### src/rtl/multicycle_ctrl_if.sv
// Control bus between the multicycle controller and its datapath.
// The master side (controller) receives IR fields and status and drives the datapath controls.
interface multicycle_ctrl_if;
  localparam int unsigned OP_W    = 6;
  localparam int unsigned FUNC_W  = 6;
  localparam int unsigned SEL_W   = 2;
  localparam int unsigned ALUOP_W = 3;
  localparam int unsigned STATE_W = 4;

  // Datapath status and instruction fields
  logic [OP_W-1:0]    op;
  logic [FUNC_W-1:0]  func;
  logic               zero;
  logic               mem_ready;

  // Datapath controls
  logic               pc_en;
  logic               IorD;
  logic               MemRead;
  logic               MemWrite;
  logic               IRWrite;
  logic               RegDst;
  logic               MemtoReg;
  logic               RegWrite;
  logic               ALUSrcA;
  logic [SEL_W-1:0]   ALUSrcB;
  logic [SEL_W-1:0]   PCSource;
  logic [ALUOP_W-1:0] ALU_op;
  logic [STATE_W-1:0] state;
  logic               instr_done;
  logic               illegal;

  modport master (
    input  op, func, zero, mem_ready,
    output pc_en, IorD, MemRead, MemWrite, IRWrite, RegDst, MemtoReg, RegWrite,
           ALUSrcA, ALUSrcB, PCSource, ALU_op, state, instr_done, illegal
  );

  modport slave (
    output op, func, zero, mem_ready,
    input  pc_en, IorD, MemRead, MemWrite, IRWrite, RegDst, MemtoReg, RegWrite,
           ALUSrcA, ALUSrcB, PCSource, ALU_op, state, instr_done, illegal
  );
endinterface

### src/rtl/multicycle_ctrl.sv
// Multicycle MIPS-subset control FSM: sequences fetch, decode and per-class execute states.
// Controls are decoded from the current state (some gated by mem_ready/zero) and forced low during reset.
module multicycle_ctrl (
  input  logic               clk,
  input  logic               rst,
  multicycle_ctrl_if.master  bus
);
  localparam int unsigned OP_W    = 6;
  localparam int unsigned FUNC_W  = 6;
  localparam int unsigned SEL_W   = 2;
  localparam int unsigned ALUOP_W = 3;
  localparam int unsigned STATE_W = 4;

  typedef enum logic [STATE_W-1:0] {
    FETCH  = 4'd0,
    DECODE = 4'd1,
    MEMADR = 4'd2,
    MEMRD  = 4'd3,
    MEMWB  = 4'd4,
    MEMWR  = 4'd5,
    RTEXE  = 4'd6,
    RTWB   = 4'd7,
    BEQ    = 4'd8,
    LUIEX  = 4'd9,
    IMMWB  = 4'd10,
    JUMP   = 4'd11,
    TRAP   = 4'd12
  } state_t;

  typedef struct packed {
    logic               pc_en;
    logic               iord;
    logic               mem_read;
    logic               mem_write;
    logic               ir_write;
    logic               reg_dst;
    logic               mem_to_reg;
    logic               reg_write;
    logic               alu_src_a;
    logic [SEL_W-1:0]   alu_src_b;
    logic [SEL_W-1:0]   pc_source;
    logic [ALUOP_W-1:0] alu_op;
    logic               instr_done;
    logic               illegal;
  } ctrl_t;

  localparam logic [OP_W-1:0] OP_RTYPE = 6'b000000;
  localparam logic [OP_W-1:0] OP_LW    = 6'b100011;
  localparam logic [OP_W-1:0] OP_SW    = 6'b101011;
  localparam logic [OP_W-1:0] OP_BEQ   = 6'b000100;
  localparam logic [OP_W-1:0] OP_LUI   = 6'b001111;
  localparam logic [OP_W-1:0] OP_J     = 6'b000010;

  localparam logic [FUNC_W-1:0] FN_ADD = 6'b100000;
  localparam logic [FUNC_W-1:0] FN_SUB = 6'b100010;
  localparam logic [FUNC_W-1:0] FN_AND = 6'b100100;
  localparam logic [FUNC_W-1:0] FN_OR  = 6'b100101;
  localparam logic [FUNC_W-1:0] FN_XOR = 6'b100110;

  localparam logic [ALUOP_W-1:0] ALU_ADD = 3'b000;
  localparam logic [ALUOP_W-1:0] ALU_SUB = 3'b100;
  localparam logic [ALUOP_W-1:0] ALU_AND = 3'b001;
  localparam logic [ALUOP_W-1:0] ALU_OR  = 3'b101;
  localparam logic [ALUOP_W-1:0] ALU_XOR = 3'b010;
  localparam logic [ALUOP_W-1:0] ALU_LUI = 3'b110;

  localparam logic [SEL_W-1:0] SRCB_REG   = 2'b00;
  localparam logic [SEL_W-1:0] SRCB_FOUR  = 2'b01;
  localparam logic [SEL_W-1:0] SRCB_IMM   = 2'b10;
  localparam logic [SEL_W-1:0] SRCB_IMMSH = 2'b11;

  localparam logic [SEL_W-1:0] PCSRC_ALUOUT = 2'b01;
  localparam logic [SEL_W-1:0] PCSRC_JUMP   = 2'b10;

  state_t state_q;
  state_t state_d;
  ctrl_t  ctl;

  function automatic logic rtype_legal(input logic [FUNC_W-1:0] f);
    case (f)
      FN_ADD, FN_SUB, FN_AND, FN_OR, FN_XOR: return 1'b1;
      default:                               return 1'b0;
    endcase
  endfunction

  function automatic logic [ALUOP_W-1:0] rtype_alu_op(input logic [FUNC_W-1:0] f);
    case (f)
      FN_SUB:  return ALU_SUB;
      FN_AND:  return ALU_AND;
      FN_OR:   return ALU_OR;
      FN_XOR:  return ALU_XOR;
      default: return ALU_ADD;
    endcase
  endfunction

  always_ff @(posedge clk or posedge rst) begin
    if (rst) state_q <= FETCH;
    else     state_q <= state_d;
  end

  // Next-state and control decode; op/func are only consulted once IR has been loaded.
  always_comb begin
    state_d = state_q;
    ctl     = '0;

    case (state_q)
      FETCH: begin
        ctl.mem_read  = 1'b1;
        ctl.alu_src_b = SRCB_FOUR;
        ctl.alu_op    = ALU_ADD;
        ctl.ir_write  = bus.mem_ready;
        ctl.pc_en     = bus.mem_ready;
        if (bus.mem_ready) state_d = DECODE;
      end
      DECODE: begin
        ctl.alu_src_b = SRCB_IMMSH;
        ctl.alu_op    = ALU_ADD;
        case (bus.op)
          OP_LW, OP_SW: state_d = MEMADR;
          OP_RTYPE:     state_d = rtype_legal(bus.func) ? RTEXE : TRAP;
          OP_BEQ:       state_d = BEQ;
          OP_LUI:       state_d = LUIEX;
          OP_J:         state_d = JUMP;
          default:      state_d = TRAP;
        endcase
      end
      MEMADR: begin
        ctl.alu_src_a = 1'b1;
        ctl.alu_src_b = SRCB_IMM;
        ctl.alu_op    = ALU_ADD;
        state_d       = (bus.op == OP_LW) ? MEMRD : MEMWR;
      end
      MEMRD: begin
        ctl.mem_read = 1'b1;
        ctl.iord     = 1'b1;
        if (bus.mem_ready) state_d = MEMWB;
      end
      MEMWB: begin
        ctl.reg_write  = 1'b1;
        ctl.mem_to_reg = 1'b1;
        ctl.instr_done = 1'b1;
        state_d        = FETCH;
      end
      MEMWR: begin
        ctl.mem_write  = 1'b1;
        ctl.iord       = 1'b1;
        ctl.instr_done = bus.mem_ready;
        if (bus.mem_ready) state_d = FETCH;
      end
      RTEXE: begin
        ctl.alu_src_a = 1'b1;
        ctl.alu_src_b = SRCB_REG;
        ctl.alu_op    = rtype_alu_op(bus.func);
        state_d       = RTWB;
      end
      RTWB: begin
        ctl.reg_dst    = 1'b1;
        ctl.reg_write  = 1'b1;
        ctl.instr_done = 1'b1;
        state_d        = FETCH;
      end
      BEQ: begin
        ctl.alu_src_a  = 1'b1;
        ctl.alu_src_b  = SRCB_REG;
        ctl.alu_op     = ALU_SUB;
        ctl.pc_source  = PCSRC_ALUOUT;
        ctl.pc_en      = bus.zero;
        ctl.instr_done = 1'b1;
        state_d        = FETCH;
      end
      LUIEX: begin
        ctl.alu_src_a = 1'b1;
        ctl.alu_src_b = SRCB_IMM;
        ctl.alu_op    = ALU_LUI;
        state_d       = IMMWB;
      end
      IMMWB: begin
        ctl.reg_write  = 1'b1;
        ctl.instr_done = 1'b1;
        state_d        = FETCH;
      end
      JUMP: begin
        ctl.pc_source  = PCSRC_JUMP;
        ctl.pc_en      = 1'b1;
        ctl.instr_done = 1'b1;
        state_d        = FETCH;
      end
      TRAP: begin
        ctl.illegal = 1'b1;
        state_d     = TRAP;
      end
      default: begin
        state_d = TRAP;
      end
    endcase

    // Reset must abort a pending access without waiting for a clock edge.
    if (rst) ctl = '0;
  end

  assign bus.pc_en      = ctl.pc_en;
  assign bus.IorD       = ctl.iord;
  assign bus.MemRead    = ctl.mem_read;
  assign bus.MemWrite   = ctl.mem_write;
  assign bus.IRWrite    = ctl.ir_write;
  assign bus.RegDst     = ctl.reg_dst;
  assign bus.MemtoReg   = ctl.mem_to_reg;
  assign bus.RegWrite   = ctl.reg_write;
  assign bus.ALUSrcA    = ctl.alu_src_a;
  assign bus.ALUSrcB    = ctl.alu_src_b;
  assign bus.PCSource   = ctl.pc_source;
  assign bus.ALU_op     = ctl.alu_op;
  assign bus.instr_done = ctl.instr_done;
  assign bus.illegal    = ctl.illegal;
  assign bus.state      = STATE_W'(state_q);
endmodule

### src/flat_wrapper.sv
// flat-port wrapper written by rule: the top's interface ports become plain ports
module multicycle_ctrl_flat 
  (clk, rst, bus_op, bus_func, bus_zero, bus_mem_ready, bus_pc_en, bus_IorD, bus_MemRead, bus_MemWrite, bus_IRWrite, bus_RegDst, bus_MemtoReg, bus_RegWrite, bus_ALUSrcA, bus_ALUSrcB, bus_PCSource, bus_ALU_op, bus_state, bus_instr_done, bus_illegal);
  multicycle_ctrl_if bus_i ();
  input  logic clk;
  input  logic rst;
  input wire logic [$bits(bus_i.op)-1:0] bus_op;
  input wire logic [$bits(bus_i.func)-1:0] bus_func;
  input wire logic [$bits(bus_i.zero)-1:0] bus_zero;
  input wire logic [$bits(bus_i.mem_ready)-1:0] bus_mem_ready;
  output wire logic [$bits(bus_i.pc_en)-1:0] bus_pc_en;
  output wire logic [$bits(bus_i.IorD)-1:0] bus_IorD;
  output wire logic [$bits(bus_i.MemRead)-1:0] bus_MemRead;
  output wire logic [$bits(bus_i.MemWrite)-1:0] bus_MemWrite;
  output wire logic [$bits(bus_i.IRWrite)-1:0] bus_IRWrite;
  output wire logic [$bits(bus_i.RegDst)-1:0] bus_RegDst;
  output wire logic [$bits(bus_i.MemtoReg)-1:0] bus_MemtoReg;
  output wire logic [$bits(bus_i.RegWrite)-1:0] bus_RegWrite;
  output wire logic [$bits(bus_i.ALUSrcA)-1:0] bus_ALUSrcA;
  output wire logic [$bits(bus_i.ALUSrcB)-1:0] bus_ALUSrcB;
  output wire logic [$bits(bus_i.PCSource)-1:0] bus_PCSource;
  output wire logic [$bits(bus_i.ALU_op)-1:0] bus_ALU_op;
  output wire logic [$bits(bus_i.state)-1:0] bus_state;
  output wire logic [$bits(bus_i.instr_done)-1:0] bus_instr_done;
  output wire logic [$bits(bus_i.illegal)-1:0] bus_illegal;
  assign bus_i.op = bus_op;
  assign bus_i.func = bus_func;
  assign bus_i.zero = bus_zero;
  assign bus_i.mem_ready = bus_mem_ready;
  assign bus_pc_en = bus_i.pc_en;
  assign bus_IorD = bus_i.IorD;
  assign bus_MemRead = bus_i.MemRead;
  assign bus_MemWrite = bus_i.MemWrite;
  assign bus_IRWrite = bus_i.IRWrite;
  assign bus_RegDst = bus_i.RegDst;
  assign bus_MemtoReg = bus_i.MemtoReg;
  assign bus_RegWrite = bus_i.RegWrite;
  assign bus_ALUSrcA = bus_i.ALUSrcA;
  assign bus_ALUSrcB = bus_i.ALUSrcB;
  assign bus_PCSource = bus_i.PCSource;
  assign bus_ALU_op = bus_i.ALU_op;
  assign bus_state = bus_i.state;
  assign bus_instr_done = bus_i.instr_done;
  assign bus_illegal = bus_i.illegal;
  multicycle_ctrl u_core (.clk(clk), .rst(rst), .bus(bus_i));
endmodule
### config.mk
export PLATFORM = sky130hd
export DESIGN_NAME = multicycle_ctrl_flat
export DESIGN_NICKNAME = d
export VERILOG_FILES = /design/src/rtl/multicycle_ctrl_if.sv /design/src/rtl/multicycle_ctrl.sv /design/src/flat_wrapper.sv
export SDC_FILE = /design/constraint.sdc
export NUM_CORES = 1
export LEC_CHECK = 0
export ABC_AREA = 1
export CORE_AREA = 5 5 49 51
export DETAILED_ROUTE_END_ITERATION = 7
export DIE_AREA = 0 0 54 56
export PLACE_DENSITY = 0.77
export SLEW_MARGIN = 20
export SYNTH_ARGS = -nofsm -noshare
export SYNTH_HDL_FRONTEND = slang
export SYNTH_SLANG_ARGS = --single-unit
### constraint.sdc
create_clock -name clk -period 1.57 [get_ports clk]
set_clock_uncertainty 0.15 [all_clocks]
set_input_delay 0.314 -clock clk [delete_from_list [all_inputs] [get_ports clk]]
set_output_delay 0.314 -clock clk [all_outputs]
set_load 0.02 [all_outputs]
==> results.cfg <==
[outcome]
status = finished, violations left
violations = setup timing

[critical_path]
path_cells = nor2_4, inv_4, nor2_4, inv_1, a31oi_4, buf_6
crit_arrival_ns = 1.58
slowest_stage = dfrtp_2
path_common_cell = nor2_4
start_kind = register
end_kind = output pin
cp_max_fo = 5
path_class = register to output pin
slowest_delay_ns = 0.48
reg2reg_depth = 10
cp.required_ns = 1.11

[grt]
antenna_found_initial = 0
grt_usage_pct = 23.28
met1_usage_pct = 26.16
use_met3_pct = 3.217
grt_most_used_layer = met2
grt_pass1_vias = 1191
use_met2_pct = 41.35
grt_pass1_wl_mm = 5.361
grt_max_degree = 6
grt_overflow = 0

[sta]
rsz0062_at_grt = true
timing.final.ws_setup_ns = -0.4737
tns_ns = -7.393
slew_viol_final = 0
worst_pin_slew_ns = 0.2951
post-route-period-util_pct = 130.2
fmax_ghz = 0.4893
period_needed_ns = 2.044
slew-limit-headroom_pct = 80.12
finalSetupViolCount = 23
finalHoldViolCount = 0

[detailed_routing]
firstDrtPassIters = 5
vias = 1429
routedWlPerCell_microns = 22.78
ant_nets = 0
via_per_inst = 6.030
wirelength_mm = 5.400
remaining_drc_errors = 0
drt_iter0_drc = 127

[cts]
cts_buffers = 3
cts_tree = yes
clock_latency_ns = 0.25
clkSlewWorstSetupHoldPaths_ns = 0.05
cts_num_sinks = 4
cts_hold_buf = 0
htreeDepth = 1
cts-root-buf = clkbuf_4
clockBufferDepth = 2

[finish]
multi_input_comb_area_sq_um = 760.7
layout-drive-gt1-share_pct = 61.43
fin_util_pct = 93.22
antennaDiodeCount = 0
nets = 228
fill_cells = 65
register_area_sq_um = 105.1
largest_reg_flops = 4
postLayoutCellArea_sq_mm = 0.001773
finalNonFillerCells = 237
final_cell_mix = buf_4 (38), nand2_1 (24), buf_6 (24)
final_common_cell = buf_4
area_growth_pct = 169.9

[power]
p_sw_share_pct = 34.27
power_leakage_uw = 0.0008710
p_clk_share_pct = 36.2
p_sw_uw = 134.6
p_per_area_mw_per_mm2 = 221.5
peakVddDrop_uv = 468.9
power_frac_seq_pct = 26.3
internal_power_uw = 258.1
combPwrFrac_pct = 37.5

[die]
die_x_microns = 54
die_h_microns = 56
io_pins = 38
fp-row-count = 16
coreArea_sq_mm = 0.001902
start_util_pct = 34.54
die_area_sq_mm = 0.003024

[placement]
dpl_cell_area_sq_mm = 0.001376
dp.cells = 219
port_buffers = 37
gp_congestion = 0.8999
dp_hpwl_mm = 2.207

[yosys]
yosysSeqAreaShare_pct = 15.24
syn_avg_cell_area_sq_um = 5.213
synth.cell_area_sq_um = 656.9
synthDistinctLibCells = 21
ys_seq_elements = 4
syn_inst = 126
yosysWarnings = 0
syn-num-nets = 142

[worst_hold_path]
hold_class = primary input to async pin

[flow_run]
cap_violations = 0
## final cells by class
class,count,area share (%)
Timing Repair Buffer,82,42.41
Multi-Input combinational cell,99,42.91
Sequential cell,4,5.928
Clock buffer,3,1.270
Inverter,22,5.575
Tap cell,27,1.905
## Yosys cell counts, drive strengths merged
library cell	n	area (sq um)
a21oi	7	35.03
a31oi	2	12.51
clkbuf	1	3.750
clkinv	1	3.750
dfrtp	4	100.1
inv	21	78.83
nand2	36	145.1
nand3	11	60.06
nand4	2	12.51
nor2	26	115.1
nor3	2	10.01
nor3b	1	12.51
nor4	1	6.260
o211ai	1	7.510
o21ai	9	45.04
o221ai	1	8.760
## critical path: cells and delay by family (launching register included)
family	cells	cell delay, ns
compound gates	1	0.20
simple gates	2	0.31
buf+inv	3	0.33
flops	1	0.48
## what timing repair did
item	CTS	global route
gates cloned	1	0
hold endpoints to repair	0	0
gates resized for setup	148	50
setup buffers	10	6
setup endpoints to repair	25	24
pin swaps	13	14
## power by group through the flow
stage                     logic [uW]  registers, uW  clock network (uW)
after global placement           104            105                   0
final                            147            103                 142
after detailed placement         107            105                   0
after global routing             152            103                 147
after floorplan                 34.4            105                   0
after CTS                        118            104                 129
## path summary, 6_finish.rpt
| kind | from | end | slack [ns] |
|---|---|---|---|
| worst max-delay path | u_core.bus.state[3]$_DFFE_PP0P_ | bus_ALUSrcA | -0.47 |
| worst min-delay path | rst | u_core.bus.state[1]$_DFFE_PP0P_ | 0.31 |
| worst max register to register | u_core.bus.state[2]$_DFFE_PP0P_ | u_core.bus.state[0]$_DFFE_PP0P_ | -0.30 |
| worst min register to register | u_core.bus.state[0]$_DFFE_PP0P_ | u_core.bus.state[0]$_DFFE_PP0P_ | 0.75 |
| max in group asynchronous | rst | u_core.bus.state[0]$_DFFE_PP0P_ | 0.84 |
| min in group clk | bus_mem_ready | u_core.bus.state[1]$_DFFE_PP0P_ | 0.58 |
## cells by family (layout without fill, tap and decap cells)
| kind of cell | after synthesis | in the layout | synth area share (%) |
|---|---|---|---|
| simple gates | 79 | 79 | 55.05 |
| buf+inv | 23 | 107 | 13.14 |
| compound gates | 20 | 20 | 16.57 |
| flops | 4 | 4 | 15.24 |
## metal layers
| metal | up-vias | routed length [microns] |
|---|---|---|
| met4 | 0 | 359 |
| met5 | - | 0 |
| met3 | 48 | 767 |
| met2 | 167 | 2406 |
| met1 | 637 | 1867 |
| li1 | 577 | - |
## through the flow
| step | setup slack, ns | hold slack (ns) | power, uW |
|---|---|---|---|
| finish | -0.4737 | 0.3067 | 392.7 |
| global route | -0.5122 | 0.3317 | 402.4 |
| CTS | -0.3429 | 0.2958 | 350.3 |
| detailed placement | -0.9484 | 0.5665 | 212.2 |
| global placement | -0.8747 | 0.5584 | 209.2 |
| floorplan | -0.08634 | -0.04478 | 139.3 |
No activity file was read; power rests on OpenSTA's default activity.
